File: src/rtl/fetch_unit_if.sv
// +----------------------------------------------------------------------------+
// | fetch_unit_if: program-memory read bus (req/ack) between fetch and memory.  |
// | Rev 1.0                                                                    |
// +----------------------------------------------------------------------------+
`default_nettype none

interface fetch_unit_if #(
    parameter int PC_W = 16
) ();
    logic            pm_req;
    logic [PC_W-1:0] pm_addr;
    logic            pm_ack;
    logic [15:0]     pm_rdata;

    modport master (output pm_req, output pm_addr, input pm_ack, input pm_rdata);
    modport slave  (input pm_req, input pm_addr, output pm_ack, output pm_rdata);
endinterface

`default_nettype wire

File: src/rtl/fetch_unit.sv
// +----------------------------------------------------------------------------+
// | fetch_unit: AVR instruction fetch, PC owner, two-word opcode assembly.     |
// | Optional macro FETCH_TWO_WORD_EN enables 32-bit opcode fetch.              |
// | Rev 1.0                                                                    |
// +----------------------------------------------------------------------------+
`default_nettype none

module fetch_unit #(
    parameter int              PC_W         = 16,
    parameter logic [PC_W-1:0] RESET_VECTOR = '0
) (
    input  wire logic            clk,
    input  wire logic            reset,
    input  wire logic            en_PM,
    input  wire logic            en_Fetch,
    input  wire logic            pc_load,
    input  wire logic [PC_W-1:0] pc_target,
    fetch_unit_if.master         pm,
    output logic [15:0]          instr,
    output logic [15:0]          instr_ext,
    output logic                 is_two_word,
    output logic                 instr_valid,
    output logic [PC_W-1:0]      pc_out,
    output logic                 fetch_busy
);

    typedef enum logic [1:0] {
        IDLE = 2'd0,
        REQ1 = 2'd1,
        REQ2 = 2'd2,
        HOLD = 2'd3
    } state_t;

    localparam logic [PC_W-1:0] c_PC_ONE = PC_W'(1);
    localparam logic [PC_W-1:0] c_PC_TWO = PC_W'(2);

    state_t          r_state;
    logic [PC_W-1:0] r_pc;
    logic [PC_W-1:0] r_addr;
    logic [PC_W-1:0] r_load_target;
    logic            r_req;
    logic            r_fetch_pend;
    logic            r_load_pend;
    logic            r_two_cap;
    logic [15:0]     r_word1;
    logic [15:0]     r_word2;
    logic [15:0]     r_instr;
    logic [15:0]     r_instr_ext;
    logic            r_two;
    logic            r_valid;

    logic            w_two_word_op;
    logic            w_do_fetch;
    logic            w_do_load;
    logic [PC_W-1:0] w_load_tgt;

`ifdef FETCH_TWO_WORD_EN
    // LDS/STS share 1001_00xx_xxxx_0000; JMP/CALL share 1001_010x_xxxx_11xx
    assign w_two_word_op = ((pm.pm_rdata[15:10] == 6'b100100)  && (pm.pm_rdata[3:0] == 4'b0000)) ||
                           ((pm.pm_rdata[15:9]  == 7'b1001010) && (pm.pm_rdata[3:2] == 2'b11));
`else
    assign w_two_word_op = 1'b0;
`endif

    // A same-cycle strobe counts as much as one recorded earlier in the transaction
    assign w_do_fetch = en_Fetch | r_fetch_pend;
    assign w_do_load  = pc_load  | r_load_pend;
    assign w_load_tgt = pc_load ? pc_target : r_load_target;

    always_ff @(posedge clk or negedge reset) begin
        if (!reset) begin
            r_state       <= IDLE;
            r_pc          <= RESET_VECTOR;
            r_addr        <= RESET_VECTOR;
            r_load_target <= RESET_VECTOR;
            r_req         <= 1'b0;
            r_fetch_pend  <= 1'b0;
            r_load_pend   <= 1'b0;
            r_two_cap     <= 1'b0;
            r_word1       <= 16'h0000;
            r_word2       <= 16'h0000;
            r_instr       <= 16'h0000;
            r_instr_ext   <= 16'h0000;
            r_two         <= 1'b0;
            r_valid       <= 1'b0;
        end else begin
            case (r_state)
                IDLE: begin
                    if (pc_load) begin
                        r_pc    <= pc_target;
                        r_valid <= 1'b0;
                    end
                    if (en_PM) begin
                        r_state      <= REQ1;
                        r_req        <= 1'b1;
                        r_addr       <= pc_load ? pc_target : r_pc;
                        r_valid      <= 1'b0;
                        r_fetch_pend <= 1'b0;
                        r_load_pend  <= 1'b0;
                    end
                end
                REQ1, REQ2: begin
                    if (pc_load) begin
                        r_load_pend   <= 1'b1;
                        r_load_target <= pc_target;
                    end
                    if (en_Fetch) begin
                        r_fetch_pend <= 1'b1;
                    end
                    if (pm.pm_ack) begin
                        if (w_do_load) begin
                            // Redirect wins: the returned word is dropped
                            r_req        <= 1'b0;
                            r_pc         <= w_load_tgt;
                            r_state      <= IDLE;
                            r_fetch_pend <= 1'b0;
                            r_load_pend  <= 1'b0;
                        end else if (r_state == REQ1 && w_two_word_op) begin
                            r_word1   <= pm.pm_rdata;
                            r_two_cap <= 1'b1;
                            r_addr    <= r_addr + c_PC_ONE;
                            r_state   <= REQ2;
                        end else begin
                            r_req <= 1'b0;
                            if (r_state == REQ1) begin
                                r_word1   <= pm.pm_rdata;
                                r_two_cap <= 1'b0;
                            end else begin
                                r_word2 <= pm.pm_rdata;
                            end
                            if (w_do_fetch) begin
                                r_instr      <= (r_state == REQ1) ? pm.pm_rdata : r_word1;
                                r_instr_ext  <= (r_state == REQ1) ? 16'h0000 : pm.pm_rdata;
                                r_two        <= (r_state == REQ2);
                                r_valid      <= 1'b1;
                                r_pc         <= r_pc + ((r_state == REQ2) ? c_PC_TWO : c_PC_ONE);
                                r_fetch_pend <= 1'b0;
                                r_state      <= IDLE;
                            end else begin
                                r_state <= HOLD;
                            end
                        end
                    end
                end
                HOLD: begin
                    if (pc_load) begin
                        r_pc    <= pc_target;
                        r_valid <= 1'b0;
                        r_state <= IDLE;
                    end else if (en_Fetch) begin
                        r_instr     <= r_word1;
                        r_instr_ext <= r_two_cap ? r_word2 : 16'h0000;
                        r_two       <= r_two_cap;
                        r_valid     <= 1'b1;
                        r_pc        <= r_pc + (r_two_cap ? c_PC_TWO : c_PC_ONE);
                        r_state     <= IDLE;
                    end
                    r_fetch_pend <= 1'b0;
                    r_load_pend  <= 1'b0;
                end
                default: begin
                    r_state <= IDLE;
                    r_req   <= 1'b0;
                end
            endcase
        end
    end

    assign pm.pm_req   = r_req;
    assign pm.pm_addr  = r_addr;
    assign instr       = r_instr;
    assign instr_ext   = r_instr_ext;
    assign is_two_word = r_two;
    assign instr_valid = r_valid;
    assign pc_out      = r_pc;
    // HOLD is only ever occupied while a commit is still owed
    assign fetch_busy  = (r_state != IDLE);

endmodule

`default_nettype wire

File: src/flat_wrapper.sv
// flat-port wrapper written by rule: the top's interface ports become plain ports
module fetch_unit_flat 
#(
    parameter int              PC_W         = 16,
    parameter logic [PC_W-1:0] RESET_VECTOR = '0
)
  (clk, reset, en_PM, en_Fetch, pc_load, pc_target, instr, instr_ext, is_two_word, instr_valid, pc_out, fetch_busy, pm_pm_req, pm_pm_addr, pm_pm_ack, pm_pm_rdata);
  fetch_unit_if #(.PC_W(PC_W)) pm_i ();
  input  wire logic clk;
  input  wire logic reset;
  input  wire logic en_PM;
  input  wire logic en_Fetch;
  input  wire logic pc_load;
  input  wire logic [PC_W-1:0] pc_target;
  output logic [15:0] instr;
  output logic [15:0] instr_ext;
  output logic is_two_word;
  output logic instr_valid;
  output logic [PC_W-1:0] pc_out;
  output logic fetch_busy;
  output wire logic [$bits(pm_i.pm_req)-1:0] pm_pm_req;
  output wire logic [$bits(pm_i.pm_addr)-1:0] pm_pm_addr;
  input wire logic [$bits(pm_i.pm_ack)-1:0] pm_pm_ack;
  input wire logic [$bits(pm_i.pm_rdata)-1:0] pm_pm_rdata;
  assign pm_pm_req = pm_i.pm_req;
  assign pm_pm_addr = pm_i.pm_addr;
  assign pm_i.pm_ack = pm_pm_ack;
  assign pm_i.pm_rdata = pm_pm_rdata;
  fetch_unit #(.PC_W(PC_W), .RESET_VECTOR(RESET_VECTOR)) u_core (.clk(clk), .reset(reset), .en_PM(en_PM), .en_Fetch(en_Fetch), .pc_load(pc_load), .pc_target(pc_target), .pm(pm_i), .instr(instr), .instr_ext(instr_ext), .is_two_word(is_two_word), .instr_valid(instr_valid), .pc_out(pc_out), .fetch_busy(fetch_busy));
endmodule
File: config.mk
export PLATFORM = sky130hd
export DESIGN_NAME = fetch_unit_flat
export DESIGN_NICKNAME = d
export VERILOG_FILES = /design/src/rtl/fetch_unit_if.sv /design/src/rtl/fetch_unit.sv /design/src/flat_wrapper.sv
export SDC_FILE = /design/constraint.sdc
export NUM_CORES = 1
export LEC_CHECK = 0
export CORE_ASPECT_RATIO = 1.1
export CORE_MARGIN = 4
export CORE_UTILIZATION = 53
export CTS_CLUSTER_SIZE = 12
export DETAILED_ROUTE_END_ITERATION = 7
export PLACE_DENSITY = 0.89
export SLEW_MARGIN = 20
export SYNTH_ARGS = -nofsm -noshare
export SYNTH_HDL_FRONTEND = slang
export SYNTH_SLANG_ARGS = --single-unit
File: constraint.sdc
create_clock -name clk -period 3.5 [get_ports clk]
set_input_delay 0.7 -clock clk [delete_from_list [all_inputs] [get_ports clk]]
set_output_delay 0.7 -clock clk [all_outputs]
set_load 0.02 [all_outputs]
==> impl_metrics.json, run 1 <==
{
  "crit_required_ps": 3770,
  "coreArea_mm2": 0.0100,
  "status": "finished, final reports clean",
  "grt_pass1_vias": 4805,
  "root_buffer": "clkbuf_8",
  "layout-drive-gt1-share_pct": 10.5,
  "worst_pin_slew_ps": 997,
  "grt_pass1_wl_um": 24700,
  "leakage_nw": 2.88,
  "synth_top_area_share_pct": 46.5,
  "hold_viol": 0,
  "critPathSlowestCell": "fa_1",
  "min_path_type": "primary input to async pin",
  "synth_warnings": 0,
  "placedCellCount": 797,
  "wl_per_cell_um": 18.9,
  "seq_area_mm2": 0.00258,
  "die_h_um": 115,
  "antenna_cells": 0,
  "cts_sinks": 103,
  "holdBufCountCts": 0,
  "ys_seq_elements": 103,
  "synth_most_common_cell": "dfrtp_1",
  "cts_buffer_depth": 2,
  "hold-worst-slack_ps": 331,
  "slew_headroom_pct": 33.3,
  "grt_start_max_net_pins": 57,
  "synth_common_cells": "103 x dfrtp_1, 85 x nand2_1, 65 x o21ai_0, 40 x a21oi_1, 36 x mux2i_1",
  "clk_pin_slew_ps": 100,
  "die_area_mm2": 0.0122,
  "viasPerCell": 6.07,
  "peakVddDrop_v": 0.000475,
  "synth_seq_area_share_pct": 46.5,
  "power_density_mw_per_mm2": 946,
  "syn2layout_area_growth_pct": 23.8,
  "place_congestion": 0.936,
  "multi_input_area_mm2": 0.00271,
  "cts_tree": "done",
  "syn_avg_cell_area_um2": 9.53,
  "drt_first_pass_iters": 5,
  "io_buffers": 105,
  "fin_crit_sh_pct": 81.9,
  "postCtsSetupRepairBufs": 0,
  "critPathMostFrequentCell": "inv_1",
  "clk_latency_ps": 380,
  "totalPowerFinal_mw": 6.50,
  "final.setup_skew_ps": 13.2,
  "start_util_pct": 55.3,
  "yosysTopAreaCell": "dfrtp_1",
  "final-setup-viol-count": 0,
  "nFillCells": 759,
  "critPathTopFamily": "compound AO/OA/AOI/OAI gates",
  "synth_fp_nets": 628,
  "synthArstFlopShare_pct": 100,
  "cap_violations": 0,
  "synthDistinctLibCells": 63,
  "cts_made_buffers": 9,
  "antenna_found_initial": 0,
  "fin_tns_setup_ps": 0,
  "cp.arrival_ps": 3140,
  "rows": 38,
  "yosys-top-cells-area": "dfrtp_1 46%, mux2i_1 6.5%, mux2_2 6.3%",
  "crit_buf_inv": 3,
  "min_period_ps": 2870,
  "antenna_left": 0,
  "critPathLaunchType": "register",
  "worstSetupPathType": "register to register",
  "cp_cell_sequence": "inv_1 > ha_1 > inv_1 > ha_1 > inv_1 > fa_1 > nand3b_2 > o31ai_1 > nand3_1 > a221o_1 > a22o_1",
  "io_pins": 106,
  "final_max_slew_viol_count": 0,
  "remaining_drc_errors": 0,
  "synth-edff-count": 0,
  "die_x_um": 106,
  "rsz0062_at_grt": "no",
  "final_util_pct": 68.5,
  "fmax_mhz": 349,
  "cp-end-kind": "register",
  "layout.nets": 714,
  "first_iter_violations": 508,
  "grt_overflow": 0,
  "h-tree-depth": 3,
  "stdcell_count": 813,
  "worst-path-max-fanout": 10,
  "grt_use_total_pct": 25.5,
  "dr_total_vias": 4938,
  "synthesis.instances": 582,
  "critical_path.max_stage_delay_ps": 410,
  "synth_area_mm2": 0.00555,
  "drt_wl_total_um": 15400,
  "synth_ff_type": "dfrtp_1",
  "cts.repair.resized": 0,
  "dp_hpwl_um": 11100
}
-- stage by stage --
stage	instance area (µm²)	worst slack [ps]
after CTS	6870	649
after global placement	6680	755
final	6870	632
after floorplan	5550	953
after detailed placement	6680	659
after global routing	6870	444
-- cell type report --
cell class | count | share of cell area (%)
multi-input cells | 420 | 39.4
flip-flops and latches | 103 | 37.5
repair buffers | 117 | 16.9
well taps | 140 | 2.55
clock buffers | 10 | 2.00
inverters | 17 | 0.929
clock inverters | 6 | 0.747
-- state kept, by name, summed over array words and instances (netlist names) --
name,flops
u_core.r_load_target,16
u_core.r_word1,16
u_core.pm.pm_addr,16
u_core.instr,16
u_core.is_two_word,1
u_core.pm.pm_req,1
u_core.instr_ext,16
u_core.r_state,2
u_core.r_load_pend,1
u_core.instr_valid,1
u_core.r_fetch_pend,1
u_core.pc_out,16
-- cell usage in the layout, fill, tap and decap left out, types with 4 or more instances in the layout --
| cell | count |
|---|---|
| a31oi_1 | 6 |
| inv_1 | 15 |
| nor2_1 | 28 |
| nand2b_1 | 4 |
| nand4_1 | 9 |
| mux2_2 | 31 |
| nor3_1 | 5 |
| buf_4 | 11 |
| clkdlybuf4s50_1 | 103 |
| mux2i_1 | 36 |
| a21oi_1 | 40 |
| o21ai_0 | 65 |
| clkbuf_8 | 10 |
| nor4_1 | 6 |
| dfrtp_1 | 103 |
| nand2_1 | 84 |
| ha_1 | 7 |
| xor2_1 | 5 |
| nand3_1 | 12 |
| xnor2_1 | 4 |
| o22ai_1 | 12 |
| o31ai_1 | 4 |
-- per-layer routing --
metal	vias up	wire length [µm]	global-route usage, %	share of wire, %
met4	0	351	9.15	2.3
met2	264	7770	44.9	51
met3	32	1080	3.76	7.0
met5	-	0	0	0
li1	2272	-	-	-
met1	2370	6180	32.2	40
-- cell families (layout without fill, tap and decap cells) --
group,after synthesis,count (layout),synth area share (%)
flip-flops,103,103,46.5
buffers and inverters,59,150,4.85
XOR/XNOR,9,9,1.42
AND/OR/NAND/NOR,175,175,15.1
adder cells (fa/ha/maj),8,8,1.94
multiplexers,67,67,12.8
AO/OA/AOI/OAI,161,161,17.4
-- power by group --
| group | switching (mW) | internal [mW] | total [mW] |
|---|---|---|---|
| clock | 0.439 | 0.289 | 0.728 |
| combinational | 1.96 | 1.54 | 3.51 |
| sequential | 0.520 | 1.75 | 2.27 |
-- worst paths after layout --
| check | from | endpoint | slack, ps | cells past startpoint |
|---|---|---|---|---|
| min in group clk | u_core.r_load_target[5]$_DFFE_PN0N_ | u_core.r_load_target[5]$_DFFE_PN0N_ | 490 | 2 |
| max in group asynchronous | reset | u_core.r_load_target[9]$_DFFE_PN0N_ | 2450 | 2 |
| hold / removal | reset | u_core.instr[12]$_DFFE_PN0P_ | 330 | 1 |
| setup reg to reg | u_core.r_state[0]$_DFFE_PN0P_ | u_core.pc_out[10]$_DFFE_PN0P_ | 630 | 11 |
| setup / recovery | u_core.r_state[0]$_DFFE_PN0P_ | u_core.pc_out[10]$_DFFE_PN0P_ | 630 | 11 |
| hold reg to reg | u_core.r_load_target[5]$_DFFE_PN0N_ | u_core.r_load_target[5]$_DFFE_PN0N_ | 490 | 2 |
(Power assumes the default switching activity.)
==> inputs of run 2 (changes only) <==
--- a/config.mk
+++ b/config.mk
@@ -7,10 +7,10 @@
 export LEC_CHECK = 0
 export CORE_ASPECT_RATIO = 1.1
 export CORE_MARGIN = 4
-export CORE_UTILIZATION = 53
+export CORE_UTILIZATION = 47
 export CTS_CLUSTER_SIZE = 12
 export DETAILED_ROUTE_END_ITERATION = 7
-export PLACE_DENSITY = 0.89
+export PLACE_DENSITY = 0.84
 export SLEW_MARGIN = 20
 export SYNTH_ARGS = -nofsm -noshare
 export SYNTH_HDL_FRONTEND = slang
==> constraint.sdc (replaced) <==
create_clock -name clk -period 2.52 [get_ports clk]
set_input_delay 0.504 -clock clk [delete_from_list [all_inputs] [get_ports clk]]
set_output_delay 0.504 -clock clk [all_outputs]
set_load 0.02 [all_outputs]
==> run 2 against run 1 <==
Cell count up 4.6%. Combinational power up 47%. Clock power up 83%. Clock skew down 6.4 ps. Die area up 12%. Global-route usage down 2.3 points. Hold slack better by 150 ps. Via count up 1.2%. Fmax up 18%. Sequential power up 37%. Critical path depth up 1.
==> impl_metrics.json, run 2 (same netlist as run 1, synthesis figures left out) <==
{
  "cts_made_buffers": 9,
  "die_area_mm2": 0.0136,
  "power.internal_mw": 5.46,
  "syn2layout_area_growth_pct": 31.0,
  "critPathTopFamily": "adder cells",
  "nFillCells": 952,
  "final_cell_mix": "103 x clkdlybuf4s50_1, 103 x dfrtp_1, 85 x nand2_1, 65 x o21ai_0, 39 x a21oi_1",
  "min_path_type": "register to register",
  "final-setup-viol-count": 0,
  "status": "finished, final reports clean",
  "grt_pass1_vias": 5007,
  "grt_overflow": 0,
  "totalPowerFinal_mw": 9.60,
  "grt_start_max_net_pins": 65,
  "reg2regPathDepth": 12,
  "final_max_slew_viol_count": 0,
  "die_x_um": 112,
  "grt_use_total_pct": 23.2,
  "clk_latency_ps": 340,
  "peakVddDrop_v": 0.000701,
  "first_iter_violations": 382,
  "cts_tree": "done",
  "coreArea_mm2": 0.0115,
  "p_clk_share_pct": 13.9,
  "dp_hpwl_um": 11400,
  "start_util_pct": 48.3,
  "cap_violations": 0,
  "pwr-share-seq_pct": 32.5,
  "cts_sinks": 103,
  "drt_wl_total_um": 15800,
  "worst_slack_ps": 94.4,
  "critPathSlowestCell": "fa_2",
  "critical_path.max_stage_delay_ps": 370,
  "wl_per_cell_um": 18.6,
  "die_h_um": 122,
  "min_period_ps": 2430,
  "cp.arrival_ps": 2640,
  "grt_pass1_wl_um": 25400,
  "cp.depth": 12,
  "pre_cts_ws_ps": -46.1,
  "viasPerCell": 5.88,
  "pwr-share-comb_pct": 53.6,
  "cp_cell_sequence": "inv_1 > ha_2 > inv_1 > ha_2 > inv_2 > fa_2 > nand3b_4 > buf_12 > nor4_4 > xor2_1 > a222oi_1 > o22ai_1",
  "worstSetupPathType": "register to register",
  "hold_viol": 0,
  "dr_total_vias": 4995,
  "layout.nets": 741,
  "leakage_nw": 3.08,
  "rows": 41,
  "crit_required_ps": 2730,
  "antenna_left": 0,
  "crit_buf_inv": 4,
  "switching_share_pct": 43.1,
  "root_buffer": "clkbuf_16",
  "io_buffers": 105,
  "remaining_drc_errors": 0,
  "final.setup_skew_ps": 6.77,
  "io_pins": 106,
  "slew_headroom_pct": 59.5,
  "cts_buffer_depth": 2,
  "p_switching_mw": 4.13,
  "power_density_mw_per_mm2": 1320,
  "clk_pin_slew_ps": 70,
  "h-tree-depth": 3,
  "antenna_cells": 0,
  "layout-drive-gt1-share_pct": 15.0,
  "worst-path-max-fanout": 5,
  "critPathLaunchType": "register",
  "place_congestion": 0.907,
  "drt_first_pass_iters": 6,
  "antenna_found_initial": 0,
  "cp-end-kind": "register",
  "min_delay_path_depth": 2,
  "worst_pin_slew_ps": 601,
  "fin_crit_sh_pct": 96.3,
  "fmax_mhz": 412
}
==> run 2: stage by stage <==
stage | hold WS, ps | instances | cell area, µm² | TNS, ps | util, %
after floorplan | 208 | 582 | 5560 | 0 | -
after global placement | 362 | 830 | 6870 | 0 | 59.8
after detailed placement | 363 | 830 | 6870 | -60.2 | 59.8
after CTS | 485 | 847 | 7180 | 0 | 62.5
after global routing | 500 | 850 | 7270 | -34.3 | 63.3
final | 483 | 850 | 7270 | 0 | 63.3
==> run 2: cell type report <==
type / count / area (µm²) / area share, %
inverters: 17 / 63.8 / 0.878
multi-input cells: 420 / 2780 / 38.2
repair buffers: 144 / 1380 / 19.0
clock buffers: 11 / 243 / 3.34
flip-flops and latches: 103 / 2580 / 35.5
well taps: 150 / 188 / 2.58
clock inverters: 5 / 42.5 / 0.585
==> run 2: repair_timing <==
item	4_1_cts	5_1_grt
hold endpoints to repair	12	0
hold buffers	1	0
gates resized for setup	2	11
pin swaps	0	12
buffers inserted	0	3
cloned	0	0
endpoints found under the setup margin	3	5
==> run 2: per-layer routing <==
layer	global-route usage [%]	up-vias	wire length, µm
met2	39.9	219	7710
met1	28.5	2414	6430
met4	10.3	0	682
li1	-	2321	-
met5	0	-	0
met3	4.57	41	996
==> run 2: power groups by stage <==
stage	clock [mW]	combinational [mW]	sequential, mW
2_1_floorplan	0	2.63	3.46
3_3_place_gp	0	4.88	3.07
3_5_place_dp	0	5.05	3.12
4_1_cts	1.36	5.08	3.10
5_1_grt	1.44	5.58	3.22
6_report	1.33	5.15	3.11
==> run 2: worst paths after layout <==
kind,start,endpoint,slack [ps]
setup / recovery,u_core.r_state[0]$_DFFE_PN0P_,u_core.pc_out[12]$_DFFE_PN0P_,90
min in group asynchronous,reset,u_core.instr[0]$_DFFE_PN0P_,560
hold / removal,u_core.instr[0]$_DFFE_PN0P_,u_core.instr[0]$_DFFE_PN0P_,480
setup reg to reg,u_core.r_state[0]$_DFFE_PN0P_,u_core.pc_out[12]$_DFFE_PN0P_,90
max in group asynchronous,reset,u_core.pc_out[7]$_DFFE_PN0P_,1210
hold reg to reg,u_core.instr[0]$_DFFE_PN0P_,u_core.instr[0]$_DFFE_PN0P_,480
==> run 2: tightest hold or removal path: stages (launching register included) <==
cell	delay, ps
dfrtp_1	340
nand2_1	50
o21ai_0	60
